==> config.mk <==
export PLATFORM = sky130hd
export DESIGN_NAME = systolic_feeder
export DESIGN_NICKNAME = d
export VERILOG_FILES = /design/src/rtl/systolic_feeder.sv
export SDC_FILE = /design/constraint.sdc
export NUM_CORES = 1
export LEC_CHECK = 0
export BUFFER_PORTS_ARGS = -buffer_cell sky130_fd_sc_hd__buf_2
export CORE_MARGIN = 2
export CORE_UTILIZATION = 40
export CTS_CLUSTER_SIZE = 24
export DETAILED_ROUTE_END_ITERATION = 8
export HOLD_SLACK_MARGIN = 0.03
export SYNTH_ARGS = -nofsm -noshare
export SYNTH_HDL_FRONTEND = slang
export SYNTH_SLANG_ARGS = --single-unit
export TNS_END_PERCENT = 50
==> constraint.sdc <==
create_clock -name clk -period 4.1 [get_ports clk]
set_clock_uncertainty 0.2 [all_clocks]
set_input_delay 0 -clock clk [delete_from_list [all_inputs] [get_ports clk]]
set_output_delay 0 -clock clk [all_outputs]
set_load 0.005 [all_outputs]
==> src/rtl/systolic_feeder.sv <==
// Input-side feeder for an N x N systolic array: buffers weight rows and
// activation vectors, loads weights down the columns and skews activations across the rows.
module systolic_feeder #(
   parameter int DATA_WIDTH = 16,
   parameter int N          = 4,
   parameter int FIFO_DEPTH = 4
) (
   input  logic                    clk,
   input  logic                    reset,
   input  logic                    in_valid,
   output logic                    in_ready,
   input  logic [N*DATA_WIDTH-1:0] in_data,
   input  logic                    in_kind,
   input  logic                    in_last,
   output logic [N*DATA_WIDTH-1:0] top_out,
   output logic [N*DATA_WIDTH-1:0] left_out,
   output logic [N-1:0]            left_valid,
   output logic                    weight_WE,
   output logic                    mux_ctrl,
   output logic                    done
);

   localparam int VW = N * DATA_WIDTH;
   localparam int PW = (FIFO_DEPTH > 1) ? $clog2(FIFO_DEPTH) : 1;
   localparam int CW = (N > 1) ? $clog2(N) : 1;
   localparam logic [PW:0]   DEPTH_COUNT = (PW + 1)'(FIFO_DEPTH);
   localparam logic [CW-1:0] LAST_COUNT  = CW'(N - 1);

   typedef enum logic [1:0] {IDLE, WLOAD, STREAM, DRAIN} state_t;

   state_t state, next_state;

   logic [VW-1:0]         fifo_data [FIFO_DEPTH];
   logic [FIFO_DEPTH-1:0] fifo_kind;
   logic [FIFO_DEPTH-1:0] fifo_last;
   logic [PW-1:0]         wr_ptr, rd_ptr;
   logic [PW:0]           fifo_count;
   logic                  fifo_empty, fifo_full;
   logic                  push, pop;
   logic [VW-1:0]         head_data;
   logic                  head_kind, head_last;

   logic [CW-1:0]         count;
   logic [VW-1:0]         held_row;
   logic [VW-1:0]         inject_data;
   logic                  inject_valid;

   assign fifo_empty = (fifo_count == '0);
   assign fifo_full  = (fifo_count == DEPTH_COUNT);
   assign in_ready   = !reset && !fifo_full;
   assign push       = in_valid && in_ready;
   assign head_data  = fifo_data[rd_ptr];
   assign head_kind  = fifo_kind[rd_ptr];
   assign head_last  = fifo_last[rd_ptr];

   always_ff @(posedge clk) begin
      if (reset) begin
         wr_ptr     <= '0;
         rd_ptr     <= '0;
         fifo_count <= '0;
      end else begin
         if (push) wr_ptr <= wr_ptr + 1'b1;
         if (pop)  rd_ptr <= rd_ptr + 1'b1;
         case ({push, pop})
            2'b10:   fifo_count <= fifo_count + 1'b1;
            2'b01:   fifo_count <= fifo_count - 1'b1;
            default: fifo_count <= fifo_count;
         endcase
      end
   end

   // Storage needs no reset: an entry is only read after it has been written.
   always_ff @(posedge clk) begin
      if (push) begin
         fifo_data[wr_ptr] <= in_data;
         fifo_kind[wr_ptr] <= in_kind;
         fifo_last[wr_ptr] <= in_last;
      end
   end

   always_ff @(posedge clk) begin
      if (reset) begin
         state    <= IDLE;
         count    <= '0;
         held_row <= '0;
         done     <= 1'b0;
      end else begin
         state <= next_state;
         done  <= (state == DRAIN) && (count == LAST_COUNT);
         if (next_state != state)
            count <= '0;
         else if ((state == WLOAD && pop) || state == DRAIN)
            count <= count + 1'b1;
         if (state == WLOAD && pop)
            held_row <= head_data;
      end
   end

   // A weight row is driven in the same cycle it is popped; held_row covers stalls.
   always_comb begin
      next_state   = state;
      pop          = 1'b0;
      inject_valid = 1'b0;
      inject_data  = '0;
      top_out      = '0;
      weight_WE    = 1'b0;
      mux_ctrl     = 1'b0;
      case (state)
         IDLE: begin
            if (!fifo_empty)
               next_state = head_kind ? WLOAD : STREAM;
         end
         WLOAD: begin
            top_out = held_row;
            if (!fifo_empty) begin
               pop     = 1'b1;
               top_out = head_data;
               if (count == LAST_COUNT) begin
                  weight_WE  = 1'b1;
                  next_state = IDLE;
               end
            end
         end
         STREAM: begin
            mux_ctrl = 1'b1;
            if (!fifo_empty) begin
               pop          = 1'b1;
               inject_valid = 1'b1;
               inject_data  = head_data;
               if (head_last)
                  next_state = DRAIN;
            end
         end
         DRAIN: begin
            mux_ctrl = 1'b1;
            if (count == LAST_COUNT)
               next_state = IDLE;
         end
         default: next_state = IDLE;
      endcase
   end

   // Lane i is a private shift register of depth i+1, forming the diagonal wavefront.
   for (genvar i = 0; i < N; i++) begin : g_lane
      logic [DATA_WIDTH-1:0] pipe_data [i+1];
      logic [i:0]            pipe_valid;

      always_ff @(posedge clk) begin
         if (reset) begin
            for (int k = 0; k <= i; k++)
               pipe_data[k] <= '0;
            pipe_valid <= '0;
         end else begin
            pipe_data[0]  <= inject_data[i*DATA_WIDTH +: DATA_WIDTH];
            pipe_valid[0] <= inject_valid;
            for (int k = 1; k <= i; k++) begin
               pipe_data[k]  <= pipe_data[k-1];
               pipe_valid[k] <= pipe_valid[k-1];
            end
         end
      end

      assign left_out[i*DATA_WIDTH +: DATA_WIDTH] = pipe_data[i];
      assign left_valid[i]                        = pipe_valid[i];
   end

endmodule

# ---- Word-level counts from Yosys, hierarchy flattened
# Memories as Yosys holds them, arrays and structs flattened. A register that Yosys moved wholly into a read port is not among the register bits.
# Cells that the tools add are included.
dict set report totals {
  mem_count 5
  wordCells 103
  input_bits 69
  output_inout_bits 136
  regBits 94
  ramBits 416
}
# name depth width read_ports rd_ports_with_merged_regs wr line_no
set mem_list {}
lappend mem_list {fifo_data 4 64 1 1 1 33} ;# logic [VW-1:0] fifo_data [FIFO_DEPTH];
lappend mem_list {{g_lane[3].pipe_data} 4 16 4 0 4 145} ;# logic [DATA_WIDTH-1:0] pipe_data [i+1];
lappend mem_list {{g_lane[2].pipe_data} 3 16 3 0 3 145}
lappend mem_list {{g_lane[1].pipe_data} 2 16 2 0 2 145}
lappend mem_list {{g_lane[0].pipe_data} 1 16 1 0 1 145}
dict set report op_classes {
  n_eq_ne 8
  add_sub_neg 5
  muxes 45
  reduce_logical 15
  n_bitwise 9
  magnitude_cmp 3
}
# operator n
set ops {}
lappend ops {{$mux W64} 4}
lappend ops {{$mux W16} 10}
lappend ops {{$mux W1} 16}
lappend ops {{$mux W2} 8}
lappend ops {{$reduce_or A16 Y1} 1}
lappend ops {{$or A1 B1 Y1} 9}
lappend ops {{$bwmux W4} 2}
lappend ops {{$eq A2 B2 Y1 const B} 4}
lappend ops {{$pmux W2 S4} 1}
lappend ops {{$add A2 B1 Y2 const B} 3}
lappend ops {{$lt A2 B3 Y1 const B} 2}
lappend ops {{$pmux W3 S2} 1}
lappend ops {{$reduce_or A2 Y1} 3}
lappend ops {{$logic_and A1 B1 Y1} 5}
lappend ops {{$bmux W1 S2} 2}
lappend ops {{$eq A2 B1 Y1 const B} 2}
lappend ops {{$add A3 B1 Y3 const B} 1}
lappend ops {{$eq A3 B3 Y1 const B} 1}
lappend ops {{$logic_not A3 Y1} 1}
lappend ops {{$sub A3 B1 Y3 const B} 1}
lappend ops {{$demux W1 S2} 1}
lappend ops {{$ge A2 B1 Y1 const B} 1}
lappend ops {{$logic_not A1 Y1} 2}
lappend ops {{$logic_not A2 Y1} 1}
lappend ops {{3 further kinds} 3}

# ---- Logic depth before layout (Yosys ltp)
# Gate-level depths: netlist of run 1.
dict set report depth {
  depth_word 7
  ltp_mapped 10
  ltp_nobuf 9
}

# ---- Worst setup path before layout of run 1
# OpenSTA, ideal clock, no wires.
dict set report synth_path {
  kind {register to register}
  startpoint {reg fifo_count[1]}
  endpoint {mem fifo_data[0][0] (netlist bit), enable pin}
  t_required_ns 3.469
  synth_period_minus_slack_ns 3.344
  setup_ns 0.431
  arrival_ns 2.713
  slack_ns 0.756
  path_buffers 1
  stages_incl_launch_ff 5
  cell_sequence {dfxtp_1 > buf_2 > nor2_1 > a211oi_1 > and2_1}
}
dict set report synth_between {
  elab_chain_len 6
}
# item line_no
set synth_lines {}
lappend synth_lines {{from (decl)} 37} ;# logic [PW:0] fifo_count;
lappend synth_lines {{from (signal assigned)} 65} ;# 2'b10: fifo_count <= fifo_count + 1'b1;
lappend synth_lines {{from (signal assigned)} 66} ;# 2'b01: fifo_count <= fifo_count - 1'b1;
lappend synth_lines {{from (signal assigned)} 67} ;# default: fifo_count <= fifo_count;
lappend synth_lines {{$eq A3 B3 Y1} 49} ;# assign fifo_full = (fifo_count == DEPTH_COUNT);
lappend synth_lines {{$logic_not A1 Y1} 50} ;# assign in_ready = !reset && !fifo_full;
lappend synth_lines {{$logic_and A1 B1 Y1} 50}
lappend synth_lines {{$logic_and A1 B1 Y1} 51} ;# assign push = in_valid && in_ready;
lappend synth_lines {{$mux W1} 74} ;# if (push) begin
lappend synth_lines {{$mux W1 (implied by the code)} 75} ;# fifo_data[wr_ptr] <= in_data;
lappend synth_lines {{to (decl)} 33}
# No other way between the ends.

# ---- Final worst setup path of run 1
dict set report layout_path {
  startpoint {reg fifo_count[2]}
  endpoint {out top_out[41]}
}
dict set report layout_between {
  elab_chain_len 3
}
# item line_no
set layout_lines {}
lappend layout_lines {{$logic_not A3 Y1} 48} ;# assign fifo_empty = (fifo_count == '0);
lappend layout_lines {{$mux W64} 115} ;# if (!fifo_empty) begin
lappend layout_lines {{$mux W64} 108} ;# case (state)
lappend layout_lines {{to (decl)} 15} ;# output logic [N*DATA_WIDTH-1:0] top_out,
# No other way between the ends.

==> impl_metrics.json, run 1 <==
{
  "area_delta_synth_final_pct": 23.5,
  "grt_most_used_layer": "met2",
  "clock_path_buffers": 3,
  "endpoint_kind": "output pin",
  "p_total_w": 0.0123,
  "synth.avg_cell_area_um2": 13.8,
  "grt_max_degree": 105,
  "yosys_warnings": 0,
  "critPathTopFamily": "buffers and inverters",
  "period_share_pct": 77.0,
  "antenna_found_initial": 3,
  "slowest_delay_ns": 0.58,
  "grt_use_total_pct": 17.7,
  "initial_utilization_pct": 40.5,
  "p_leak_nw": 8.14,
  "critPathKind": "reg2out",
  "clock_power_share_pct": 37.6,
  "cts-htree-levels": 2,
  "drive_gt1_share_pct": 23.0,
  "path_clk_slew_ns": 0.06,
  "grt_setup_unrepaired": "no",
  "synth_nets": 1413,
  "dieArea_um2": 47600,
  "min_path_type": "in2reg",
  "clock_sinks": 506,
  "gp_congestion": 0.734,
  "synth_cell_types": 40,
  "synth_edf_count": 264,
  "met1_usage_pct": 23.4,
  "nFillCells": 3965,
  "internal_power_w": 0.00904,
  "pwr-share-seq_pct": 46.5,
  "tns_ns": 0,
  "maxCapViolations": 0,
  "gr-total-overflow": 0,
  "wire_per_inst_um": 18.5,
  "synth_top_area_share_pct": 43.2,
  "ant_nets": 0,
  "grt_pass1_wl_um": 64300,
  "p_sw_share_pct": 26.6,
  "cts_tree": "built",
  "die_y_um": 218,
  "insertion_delay_ns": 0.58,
  "start_kind": "register",
  "yosys-top-cells-count": "edfxtp_1 (264), nand2_1 (260), dfxtp_1 (242)",
  "cp_slowest_cell": "buf_4",
  "outcome": "complete, no violations",
  "ys_ff_latch": 506,
  "seq_area_frac_synth_pct": 69.7,
  "port_buffers": 204,
  "async_reset_ff_share_pct": 0,
  "postSynthCellCount": 1333,
  "worst_slack_ns": 0.945,
  "firstDrtPassIters": 5,
  "setup_viol_count_final": 0,
  "synthTopCellsByArea": "edfxtp_1 (43%), dfxtp_1 (26%), mux4_2 (8.0%)",
  "mappedNetlistArea_um2": 18300,
  "drc": 0,
  "tightest_slew_ns": 1.00,
  "io_pins": 205,
  "crit_buf_inv": 2,
  "cts-root-buf": "clkbuf_16",
  "grt_use_met2_pct": 29.1,
  "synth_most_common_cell": "edfxtp_1",
  "crit_arrival_ns": 2.96,
  "die_w_um": 218,
  "fin_nets": 1686,
  "p_comb_share_pct": 15.9,
  "clock.fmax_mhz": 317,
  "synth_top_area_cell": "edfxtp_1",
  "crit_required_ns": 3.90,
  "p_sw_w": 0.00327,
  "rows": 78,
  "fin_crit_ns": 3.16,
  "grt_pass1_vias": 11200,
  "drt-total-wl_um": 41700,
  "worst-path-max-fanout": 47,
  "met3_usage_pct": 2.83,
  "yosys_most_used_dff": "edfxtp_1",
  "via_per_inst": 4.84,
  "hold_viol_final": 0,
  "ir_worst_vdd_v": 0.000396,
  "cts_inserted_buffers": 52,
  "maxSlewViolCount": 0,
  "dp_hpwl_um": 26000,
  "core_area_um2": 45300,
  "post-place-ws_ns": 1.13,
  "drtIter0Drc": 596,
  "slew_headroom_pct": 32.7,
  "critical_path.cell_chain": "or3_4 -> buf_4 -> nand2_1 -> a21boi_0 -> buf_2",
  "num_vias": 10900,
  "power_density_nw_per_um2": 544
}
[flip-flops by register name, summed over array words and instances, names as in the netlist, 2 cells and up, named ones only]
name and count:
count 2, fifo_count 3, fifo_data 256, fifo_kind 4, fifo_last 4, g_lane.pipe_data 160
g_lane.pipe_valid 4, held_row 64, rd_ptr 2, state 2, wr_ptr 2
[power groups by stage]
| stage | Combinational (W) | Clock, W | Sequential, W |
|---|---|---|---|
| floorplan | 0.00133 | 0 | 0.00572 |
| global placement | 0.00184 | 0 | 0.00583 |
| detailed placement | 0.00186 | 0 | 0.00584 |
| CTS | 0.00197 | 0.00475 | 0.00573 |
| global route | 0.00212 | 0.00495 | 0.00576 |
| finish | 0.00196 | 0.00462 | 0.00572 |
[cells by family after synthesis]
kind of cell,after synthesis,synth area share [%]
buffers and inverters,137,3.99
AOI/OAI and AO/OA,147,5.10
adders and majority gates,11,0.792
muxes,67,8.18
and+or+nand+nor,459,12.0
xor gates and xnor gates,6,0.287
DFF,506,69.7
[timing repair]
action                                  in CTS  in global routing
resized for setup                            0                  0
setup buffers                                0                  0
hold endpoints to repair                   367                  0
hold buffers                               128                  0
endpoints found under the setup margin       0                  0
[cell type report]
class	instances	area, um2	share of cell area [%]
repair buffers	347	2500	11.0
diodes	2	5.00	0.0221
well taps	600	751	3.32
inverters	9	33.8	0.149
clock buffers	78	1540	6.78
clock inverters	19	163	0.719
multi-input cells	690	4870	21.5
flip-flops and latches	506	12800	56.5
[cell usage in the layout, fill, tap and decap left out, types with 65 or more instances in the layout]
cell type / Yosys / final
dlygate4sd3_1: 0 / 128
nor2b_1: 99 / 99
edfxtp_1: 264 / 264
mux4_2: 65 / 65
nand2_1: 260 / 260
a21oi_1: 70 / 70
buf_2: 18 / 203
and2_1: 70 / 66
dfxtp_1: 242 / 240
a21boi_0: 65 / 65
[metrics by stage]
stage               cell area (um2)  instances  hold slack (ns)  utilization, %
floorplan                     18300       1333           -0.101               -
global placement              19700       2024           0.0129            43.4
detailed placement            19700       2024           0.0204            43.4
CTS                           22600       2249           0.0308            50.0
global route                  22600       2251           0.0481            50.0
finish                        22600       2251           0.0414            50.0
[path summary, 6_finish.rpt]
check,from,endpoint,slack (ns),depth (start not counted)
worst max-delay path,fifo_count[2],top_out[41],0.94,5
worst min-delay path,in_data[59],fifo_data[1][59],0.04,2
worst max register to register,fifo_count[1],fifo_data[1][55],1.12,4
worst min register to register,g_lane[2].pipe_data[0][9],g_lane[2].pipe_data[0][25],0.23,1
[routing by layer]
| layer | up-vias | routed length, um |
|---|---|---|
| li1 | 5134 | - |
| met1 | 5414 | 18100 |
| met2 | 287 | 20400 |
| met3 | 63 | 1940 |
| met4 | 0 | 1210 |
| met5 | - | 0 |
(Power assumes the default switching activity.)
==> run 2: changes to the inputs <==
==> constraint.sdc (replaced) <==
create_clock -name clk -period 3.2 [get_ports clk]
set_clock_uncertainty 0.2 [all_clocks]
set_input_delay 0 -clock clk [delete_from_list [all_inputs] [get_ports clk]]
set_output_delay 0 -clock clk [all_outputs]
set_load 0.005 [all_outputs]
==> impl_metrics.json, run 2 (same netlist as run 1, synthesis figures left out) <==
{
  "outcome": "complete, no violations",
  "clock_sinks": 506,
  "critical_path.cell_chain": "or3_4 -> buf_4 -> nand2_1 -> a21boi_0 -> buf_2",
  "gp_congestion": 0.772,
  "die_w_um": 218,
  "gr-total-overflow": 0,
  "regMostFlops": "fifo_data",
  "power_density_nw_per_um2": 699,
  "tightest_slew_ns": 0.784,
  "r2r_end": "fifo_count[2]",
  "hold_viol_final": 0,
  "cts-htree-levels": 2,
  "reg_top3": "fifo_data (256), g_lane.pipe_data (160), held_row (64)",
  "path_clk_slew_ns": 0.06,
  "slowest_delay_ns": 0.58,
  "min_delay_path_depth": 3,
  "final_cell_mix": "edfxtp_1 (264), nand2_1 (260), dfxtp_1 (240)",
  "fin_crit_ns": 2.96,
  "via_per_inst": 4.78,
  "ant_nets": 0,
  "grt_pass1_vias": 11000,
  "hold_end": "held_row[46]",
  "grt_max_degree": 67,
  "p_sw_share_pct": 25.8,
  "maxSlewViolCount": 0,
  "setup_viol_count_final": 0,
  "grt_pass1_wl_um": 63700,
  "pwr-share-seq_pct": 45.6,
  "cp_slowest_cell": "buf_4",
  "cts_setup_buffers": 0,
  "core_area_um2": 45300,
  "cts_inserted_buffers": 52,
  "insertion_delay_ns": 0.58,
  "placed_cell_area_um2": 19800,
  "die_y_um": 218,
  "firstDrtPassIters": 5,
  "io_pins": 205,
  "period_share_pct": 92.4,
  "ir_worst_vdd_v": 0.000402,
  "slew_headroom_pct": 47.8,
  "rows": 78,
  "grt_setup_unrepaired": "no",
  "maxCapViolations": 0,
  "p_sw_w": 0.00414,
  "p_comb_share_pct": 15.8,
  "final_cell_area_um2": 22900,
  "layout_commonest_cell": "edfxtp_1",
  "cts_tree": "built",
  "final_cells": 2274,
  "num_vias": 10900,
  "rr_worst_depth": 9,
  "timing.hold.ws_ns": 0.0950,
  "crit_required_ns": 3.00,
  "dp_cells": 2042,
  "dieArea_um2": 47600,
  "grt_use_total_pct": 17.7,
  "start_kind": "register",
  "internal_power_w": 0.0119,
  "crit_arrival_ns": 2.76,
  "hold_start": "reset",
  "critPathKind": "reg2out",
  "port_buffers": 204,
  "drtIter0Drc": 546,
  "clock.fmax_mhz": 338,
  "worst-path-max-fanout": 58,
  "cts-root-buf": "clkbuf_16",
  "clock_power_share_pct": 38.6,
  "area_delta_synth_final_pct": 25.0,
  "drive_gt1_share_pct": 23.6,
  "dp_hpwl_um": 25800,
  "p_leak_nw": 8.29,
  "r2r_start": "state[1]",
  "drt-total-wl_um": 41600,
  "antenna_found_initial": 4,
  "endpoint_kind": "output pin",
  "largest_reg_flops": 256,
  "reg2reg_slack_ns": 0.62,
  "postLayoutCoreUtil_pct": 50.6,
  "initial_utilization_pct": 40.5,
  "drc": 0,
  "fin_nets": 1710,
  "wire_per_inst_um": 18.3,
  "clock_path_buffers": 3,
  "min_path_type": "in2reg"
}
[run 2: metal layers]
| metal | wire [um] | part of all wire (%) | track usage, % | up-vias |
|---|---|---|---|---|
| li1 | - | - | - | 5190 |
| met1 | 18700 | 45 | 23.8 | 5348 |
| met2 | 19800 | 48 | 28.9 | 264 |
| met3 | 1840 | 4.4 | 3.22 | 73 |
| met4 | 1140 | 2.8 | 5.87 | 0 |
| met5 | 0 | 0 | 0 | - |
[run 2: through the flow]
step           setup TNS [ns]  setup WS, ns  power, W
2_1_floorplan          -18.95        -0.144   0.00903
3_3_place_gp                0         0.731   0.00985
3_5_place_dp                0         0.681   0.00988
4_1_cts                     0         0.228    0.0162
5_1_grt                     0        0.0434    0.0168
6_report                    0         0.244    0.0160
[run 2: power by group through the flow]
| stage | registers (W) | logic [W] | clock network [W] |
|---|---|---|---|
| after floorplan | 0.00733 | 0.00171 | 0 |
| after global placement | 0.00743 | 0.00242 | 0 |
| after detailed placement | 0.00745 | 0.00244 | 0 |
| after CTS | 0.00731 | 0.00258 | 0.00635 |
| after global routing | 0.00733 | 0.00279 | 0.00663 |
| final | 0.00730 | 0.00253 | 0.00619 |
[run 2: how the worst max path moves through the flow]
stage,startpoint,endpoint,depth (start not counted)
2_1_floorplan,fifo_count[1],fifo_data[0][0],4
3_3_place_gp,state[1],fifo_count[2],9
3_5_place_dp,state[1],fifo_count[2],9
4_1_cts,fifo_count[0],top_out[25],5
5_1_grt,fifo_count[2],top_out[41],5
6_report,fifo_count[2],top_out[63],5
[run 2: timing repair]
action / CTS / global route
hold endpoints to repair: 373 / 0
hold buffers: 134 / 0
gates resized for setup: 0 / 0
[run 2: area by class of cell]
| cell class | instances | area (um2) |
|---|---|---|
| diodes | 3 | 7.51 |
| clock buffers | 64 | 1400 |
| clock inverters | 31 | 357 |
| fillers | 3959 | 22400 |
| inverters | 9 | 33.8 |
| multi-input cells | 690 | 4860 |
| flip-flops and latches | 506 | 12800 |
| well taps | 600 | 751 |
| repair buffers | 371 | 2730 |
[run 2: critical path, delay by kind of cell (launching register included)]
kind | cells | cell delay, ns
and+or+nand+nor | 2 | 0.39
AOI/OAI and AO/OA | 1 | 0.39
buffers and inverters | 2 | 0.77
DFF | 1 | 0.51
